**src/rtl/rb_seq_ctrl.sv**
```systemverilog
// ----------------------------------------------------------------------------
// rb_seq_ctrl
// Sequencer for a 4-lane BRAM row buffer used in neighbourhood image
// processing. Each BRAM word holds one column of four rows, one byte per lane.
// Incoming pixels are written into the lane that holds the oldest row. Because
// the BRAM is read-first, the same access returns the previous three rows
// along with the old contents of the lane being written. The steer stage uses
// steer_sel to rotate that word into fixed row order.
//
// Ports
//   clk, rst_n   : rising-edge clock, asynchronous active-low reset
//   start        : one-cycle pulse, begins a frame when idle
//   busy / done  : frame in progress / one-cycle end-of-frame pulse
//   in_valid/in_ready/in_data : raster pixel stream (valid/ready)
//   out_ready    : downstream accepts the current window
//   bram_en/we/addr/wdata     : BRAM port controls (we bit k -> lane k)
//   steer_en/steer_sel        : steer stage enable and rotation
//   win_valid/win_col/win_row : window column valid, its column, newest row
// ----------------------------------------------------------------------------
module rb_seq_ctrl #(
   parameter int IMG_W  = 640,
   parameter int IMG_H  = 480,
   parameter int ADDR_W = 10,
   parameter int ROW_W  = 9
) (
   input  logic              clk,
   input  logic              rst_n,
   input  logic              start,
   output logic              busy,
   output logic              done,
   input  logic              in_valid,
   output logic              in_ready,
   input  logic [7:0]        in_data,
   input  logic              out_ready,
   output logic              bram_en,
   output logic [3:0]        bram_we,
   output logic [ADDR_W-1:0] bram_addr,
   output logic [31:0]       bram_wdata,
   output logic              steer_en,
   output logic [1:0]        steer_sel,
   output logic              win_valid,
   output logic [ADDR_W-1:0] win_col,
   output logic [ROW_W-1:0]  win_row
);

   typedef enum logic [1:0] {S_IDLE, S_FILL, S_RUN, S_DONE} state_t;

   localparam logic [ADDR_W-1:0] COL_LAST  = ADDR_W'(IMG_W - 1);
   localparam logic [ROW_W-1:0]  ROW_LAST  = ROW_W'(IMG_H - 1);
   localparam logic [ROW_W-1:0]  FILL_LAST = ROW_W'(2);

   state_t            r_state, w_state_nxt;
   logic [ADDR_W-1:0] r_col;
   logic [ROW_W-1:0]  r_row;
   logic [1:0]        r_wr_lane;
   logic              r_win_valid;
   logic [1:0]        r_steer_sel;
   logic [ADDR_W-1:0] r_win_col;
   logic [ROW_W-1:0]  r_win_row;

   logic w_in_ready;
   logic w_accept;
   logic w_col_last;

   // A new pixel may only enter when the window slot is free or being drained
   // this cycle, so the BRAM read word is never overwritten before use.
   assign w_in_ready = ((r_state == S_FILL) || (r_state == S_RUN)) &&
                       (!r_win_valid || out_ready);
   assign w_accept   = in_valid && w_in_ready;
   assign w_col_last = (r_col == COL_LAST);

   // ---------------------------------------------------------------- FSM
   always_ff @(posedge clk or negedge rst_n) begin
      if (!rst_n) begin
         r_state <= S_IDLE;
      end else begin
         // NOTE: sequential state uses non-blocking assignments so every
         // register samples pre-edge values regardless of statement order.
         r_state <= w_state_nxt;
      end
   end

   always_comb begin
      // NOTE: default first, so every path assigns and no latch is inferred.
      w_state_nxt = r_state;
      case (r_state)
         S_IDLE: if (start) w_state_nxt = S_FILL;
         S_FILL: if (w_accept && w_col_last && (r_row == FILL_LAST))
                    w_state_nxt = S_RUN;
         S_RUN:  if (w_accept && w_col_last && (r_row == ROW_LAST))
                    w_state_nxt = S_DONE;
         // Wait for the final window to be taken before ending the frame.
         S_DONE: if (!r_win_valid) w_state_nxt = S_IDLE;
         default: w_state_nxt = S_IDLE;
      endcase
   end

   // ------------------------------------------------- column/row/lane
   always_ff @(posedge clk or negedge rst_n) begin
      if (!rst_n) begin
         r_col     <= '0;
         r_row     <= '0;
         r_wr_lane <= '0;
      end else if ((r_state == S_IDLE) && start) begin
         // Every frame starts at row 0 in lane 0.
         r_col     <= '0;
         r_row     <= '0;
         r_wr_lane <= '0;
      end else if (w_accept) begin
         if (w_col_last) begin
            r_col     <= '0;
            r_row     <= (r_row == ROW_LAST) ? '0 : r_row + ROW_W'(1);
            r_wr_lane <= r_wr_lane + 2'd1;
         end else begin
            r_col <= r_col + ADDR_W'(1);
         end
      end
   end

   // ------------------------------------------------------- window stage
   always_ff @(posedge clk or negedge rst_n) begin
      if (!rst_n) begin
         r_win_valid <= 1'b0;
         r_steer_sel <= '0;
         r_win_col   <= '0;
         r_win_row   <= '0;
      end else if (w_accept) begin
         // The first three rows only prime the buffer; no window yet.
         r_win_valid <= (r_state == S_RUN);
         r_steer_sel <= r_wr_lane;
         r_win_col   <= r_col;
         r_win_row   <= r_row;
      end else if (out_ready) begin
         r_win_valid <= 1'b0;
      end
   end

   // ---------------------------------------------------------- outputs
   assign busy       = (r_state != S_IDLE);
   assign done       = (r_state == S_DONE) && !r_win_valid;
   assign in_ready   = w_in_ready;
   assign bram_en    = w_accept;
   assign bram_we    = w_accept ? 4'(4'b0001 << r_wr_lane) : 4'b0000;
   assign bram_addr  = w_accept ? r_col : '0;
   assign bram_wdata = w_accept ? {4{in_data}} : 32'h0;
   assign steer_en   = r_win_valid;
   assign steer_sel  = r_steer_sel;
   assign win_valid  = r_win_valid;
   assign win_col    = r_win_col;
   assign win_row    = r_win_row;

endmodule

```
**config.mk**
```make
export PLATFORM = sky130hd
export DESIGN_NAME = rb_seq_ctrl
export DESIGN_NICKNAME = d
export VERILOG_FILES = /design/src/rtl/rb_seq_ctrl.sv
export SDC_FILE = /design/constraint.sdc
export NUM_CORES = 1
export LEC_CHECK = 0
export CAP_MARGIN = 20
export CELL_PAD_IN_SITES_DETAIL_PLACEMENT = 1
export CELL_PAD_IN_SITES_GLOBAL_PLACEMENT = 1
export CORE_MARGIN = 1
export CORE_UTILIZATION = 35
export DETAILED_ROUTE_END_ITERATION = 8
export GPL_TIMING_DRIVEN = 1
export PLACE_DENSITY_LB_ADDON = 0.08
export REMOVE_ABC_BUFFERS = 1
export SETUP_SLACK_MARGIN = 0.02
export SLEW_MARGIN = 20
export SYNTH_ARGS = -nofsm -noshare
export SYNTH_HDL_FRONTEND = slang
export SYNTH_SLANG_ARGS = --single-unit
```
**constraint.sdc**
```tcl
create_clock -name clk -period 2.4 [get_ports clk]
set_input_delay 0.24 -clock clk [delete_from_list [all_inputs] [get_ports clk]]
set_output_delay 0.24 -clock clk [all_outputs]
set_load 0.01 [all_outputs]
```
==> impl_metrics.toml <==
[cts]
cts.path.max_buffers = 2
cts_inserted_buffers = 5
cts_tree = "yes"
clk_pin_slew_worst_paths_ns = 0.09
maximum_level_of_the_cts_h_tree = 2
cts.sink_count = 45
ctsRootBufferMaster = "clkbuf_8"
clock_latency_ns = 0.29

[die]
die_x_um = 88.1
std_cell_rows = 31
top_level_ports = 86
die_h_um = 88.1
effective_utilization_at_floorplan_pct = 36.0
die_area_um2 = 7760
fp.coreArea_um2 = 7210

[synth]
synth_flop_cell = "dfrtp_1"
yosysWarnings = 0
synth-seq-area-share_pct = 43.4
synth_top_cells_by_count = "dfrtp_1 (45), buf_4 (26), and2_1 (24), mux2_2 (21), nor2_1 (15)"
synthMostInstantiatedCell = "dfrtp_1"
syn_area_per_cell_um2 = 10.5
post_synth_instance_area_um2 = 2590
synthDominantCellAreaShare_pct = 43.4
yosysTopAreaCell = "dfrtp_1"
ys_seq_elements = 45
synth.lib_cells_used.distinct = 42
synth_top_cells_by_area = "dfrtp_1 (43%), mux2_2 (9.1%), buf_4 (7.5%)"
synth_async_sr_flop_share_pct = 100
synth-edff-count = 0
synthCells = 248

[critical_path]
reg2regPathDepth = 7
crit_path_category = "flip-flop to primary output"
worstReg2RegEnd = "r_state[1]$_DFFE_PN0P_"
crit_path_start_kind = "flip-flop"
timing.critical_path.fanout_max = 12
crit-reg2reg-launch = "r_state[1]$_DFFE_PN0P_"
crit_chain = "inv_1 -> ha_4 -> and3_4 -> buf_12 -> and2_1 -> dlygate4sd2_1"
slowest_cell_on_the_critical_path = "dfrtp_1"
reg2reg_setup_slack_ns = 0.30
critPathMaxStageDelay_ns = 0.37
worst_setup_path_end_kind = "primary output"
critPathRequiredTime_ns = 2.16
cp_data_arrival_time_ns = 1.92

[placement]
globalplace.congestion = 0.721
place.detailed.hpwl_mm = 4.70
dp_slack_ns = 0.113
port_buffers = 85

[finish]
layout.area.seq_um2 = 1130
antennaDiodeCount = 0
multi_input_area_um2 = 1210
fillers = 823
area.growth.synth_to_final_pct = 41.0
nNetsFinal = 347
drive_gt1_share_pct = 17.4

[routing]
detailroute.via_count = 2026
drt_wl_total_mm = 6.80
drt_drc_violations_left = 0
routed_length_per_placed_instance_um = 16.1
post_drt_via_cell_ratio = 4.81
drt_first_pass_iters = 6
ant_nets = 0
drt-initial-drc-count = 49

[grt]
antenna_found_initial = 0
grt_pass1_wl_mm = 10.7
grt_max_degree = 29
gr_util_all_layers_pct = 18.1
globalRoute.totalOverflow = 0
grt_pass1_vias = 2196

[status]
status = "completed"

[worst_hold_path]
holdCritPathClass = "primary input to asynchronous set/reset pin"

[power]
vdd.ir_drop.worst_mv = 0.398
power.density_cell_area_nw_per_um2 = 882
report.power.total_mw = 3.23
static-leakage-power_nw = 2.07

[timing]
max_clock_freq_ghz = 0.462
timing.final.crit_share_pct = 90.2
setup_viol_count_final = 0
rsz_0062_raised_after_global_routing = "false"
final.setup_skew_ns = 0.00709
worst_slew_pin_slew_ns = 0.518
final_period_minus_worst_setup_slack_ns = 2.16
hold_violations = 0
maxSlewHeadroom_pct = 65.1
post-route-worst-setup-slack_ns = 0.235
final_max_slew_viol_count = 0
setup-tns-final_ns = 0

[job]
maxCapViolations = 0
-- cell type report --
class                   instances  share of cell area, %
repair buffers                101                   28.8
multi-input cells             159                   33.2
clock buffers                   5                   1.88
flip-flops and latches         45                   30.8
inverters                      10                   1.03
clock inverters                 2                  0.958
well taps                      99                   3.39
-- worst max-delay path, delay by kind of cell (launching register included) --
family / cells / cell delay, ns
buffers and inverters: 3 / 0.55
and+or+nand+nor: 2 / 0.41
DFF: 1 / 0.37
adders and majority gates: 1 / 0.30
-- power by group --
part           internal, mW  switching, mW  total (mW)
Combinational         0.928          0.839        1.77
Clock                 0.303          0.262       0.565
Sequential            0.837         0.0558       0.893
-- through the flow --
step	area, µm²	hold WS, ns	instances	util (%)
3_3_place_gp	3410	0.191	408	47.3
2_1_floorplan	2360	-0.0556	214	-
5_1_grt	3660	0.436	421	50.7
4_1_cts	3570	0.405	419	49.5
6_report	3660	0.396	421	50.7
3_5_place_dp	3410	0.193	408	47.3
-- worst max path at each step --
stage	startpoint	to	slack (ns)	cells after the start
floorplan	r_state[0]$_DFFE_PN0P_	r_state[1]$_DFFE_PN0P_	0.12	6
global placement	out_ready	bram_wdata[17]	0.14	6
detailed placement	out_ready	bram_wdata[27]	0.11	6
CTS	r_state[1]$_DFFE_PN0P_	bram_en	0.03	5
global route	r_state[1]$_DFFE_PN0P_	bram_wdata[27]	0.14	6
finish	r_state[1]$_DFFE_PN0P_	bram_wdata[3]	0.24	6
-- flip-flops by register name, indices dropped and copies added (netlist names) --
register / cells
win_col: 10
steer_en: 1
r_row: 9
r_state: 2
r_wr_lane: 2
win_row: 9
steer_sel: 2
r_col: 10
-- layout by cell type (no fill, tap or decap), types with 4 or more instances in the layout --
master            n
dfrtp_1          45
clkdlybuf4s50_1  37
dlygate4sd2_1    27
and2_1           22
mux2_2           21
dlymetal6s2s_1   20
nor2_1           15
nand2_1          14
ha_1             11
buf_4            11
inv_1            10
nand3_1           9
xor2_1            8
o21ai_0           7
nand4_1           6
clkbuf_8          5
a21oi_1           4
-- metal layers --
| layer | global-route usage [%] | wire, µm |
|---|---|---|
| met5 | 0 | 0 |
| met4 | 4.55 | 31 |
| met3 | 3.86 | 194 |
| met2 | 32.8 | 3600 |
| met1 | 21.8 | 2970 |
-- logic make-up (layout without fill, tap and decap cells) --
kind of cell	after synthesis	count (layout)	synth area share, %
buffers and inverters	44	118	10.6
AOI/OAI and AO/OA	23	23	6.51
muxes	24	24	10.3
DFF	45	45	43.4
and+or+nand+nor	89	89	19.6
xor gates and xnor gates	11	11	3.71
adders and majority gates	12	12	5.79
-- timing repair --
action                                  in CTS  in global routing
endpoints found under the hold margin       17                  0
endpoints found under the setup margin      46                 21
cloned                                       1                  1
resized for setup                           34                 20
hold buffers                                 1                  0
buffers inserted                             2                  2
Power figures use the tool's default switching activity.
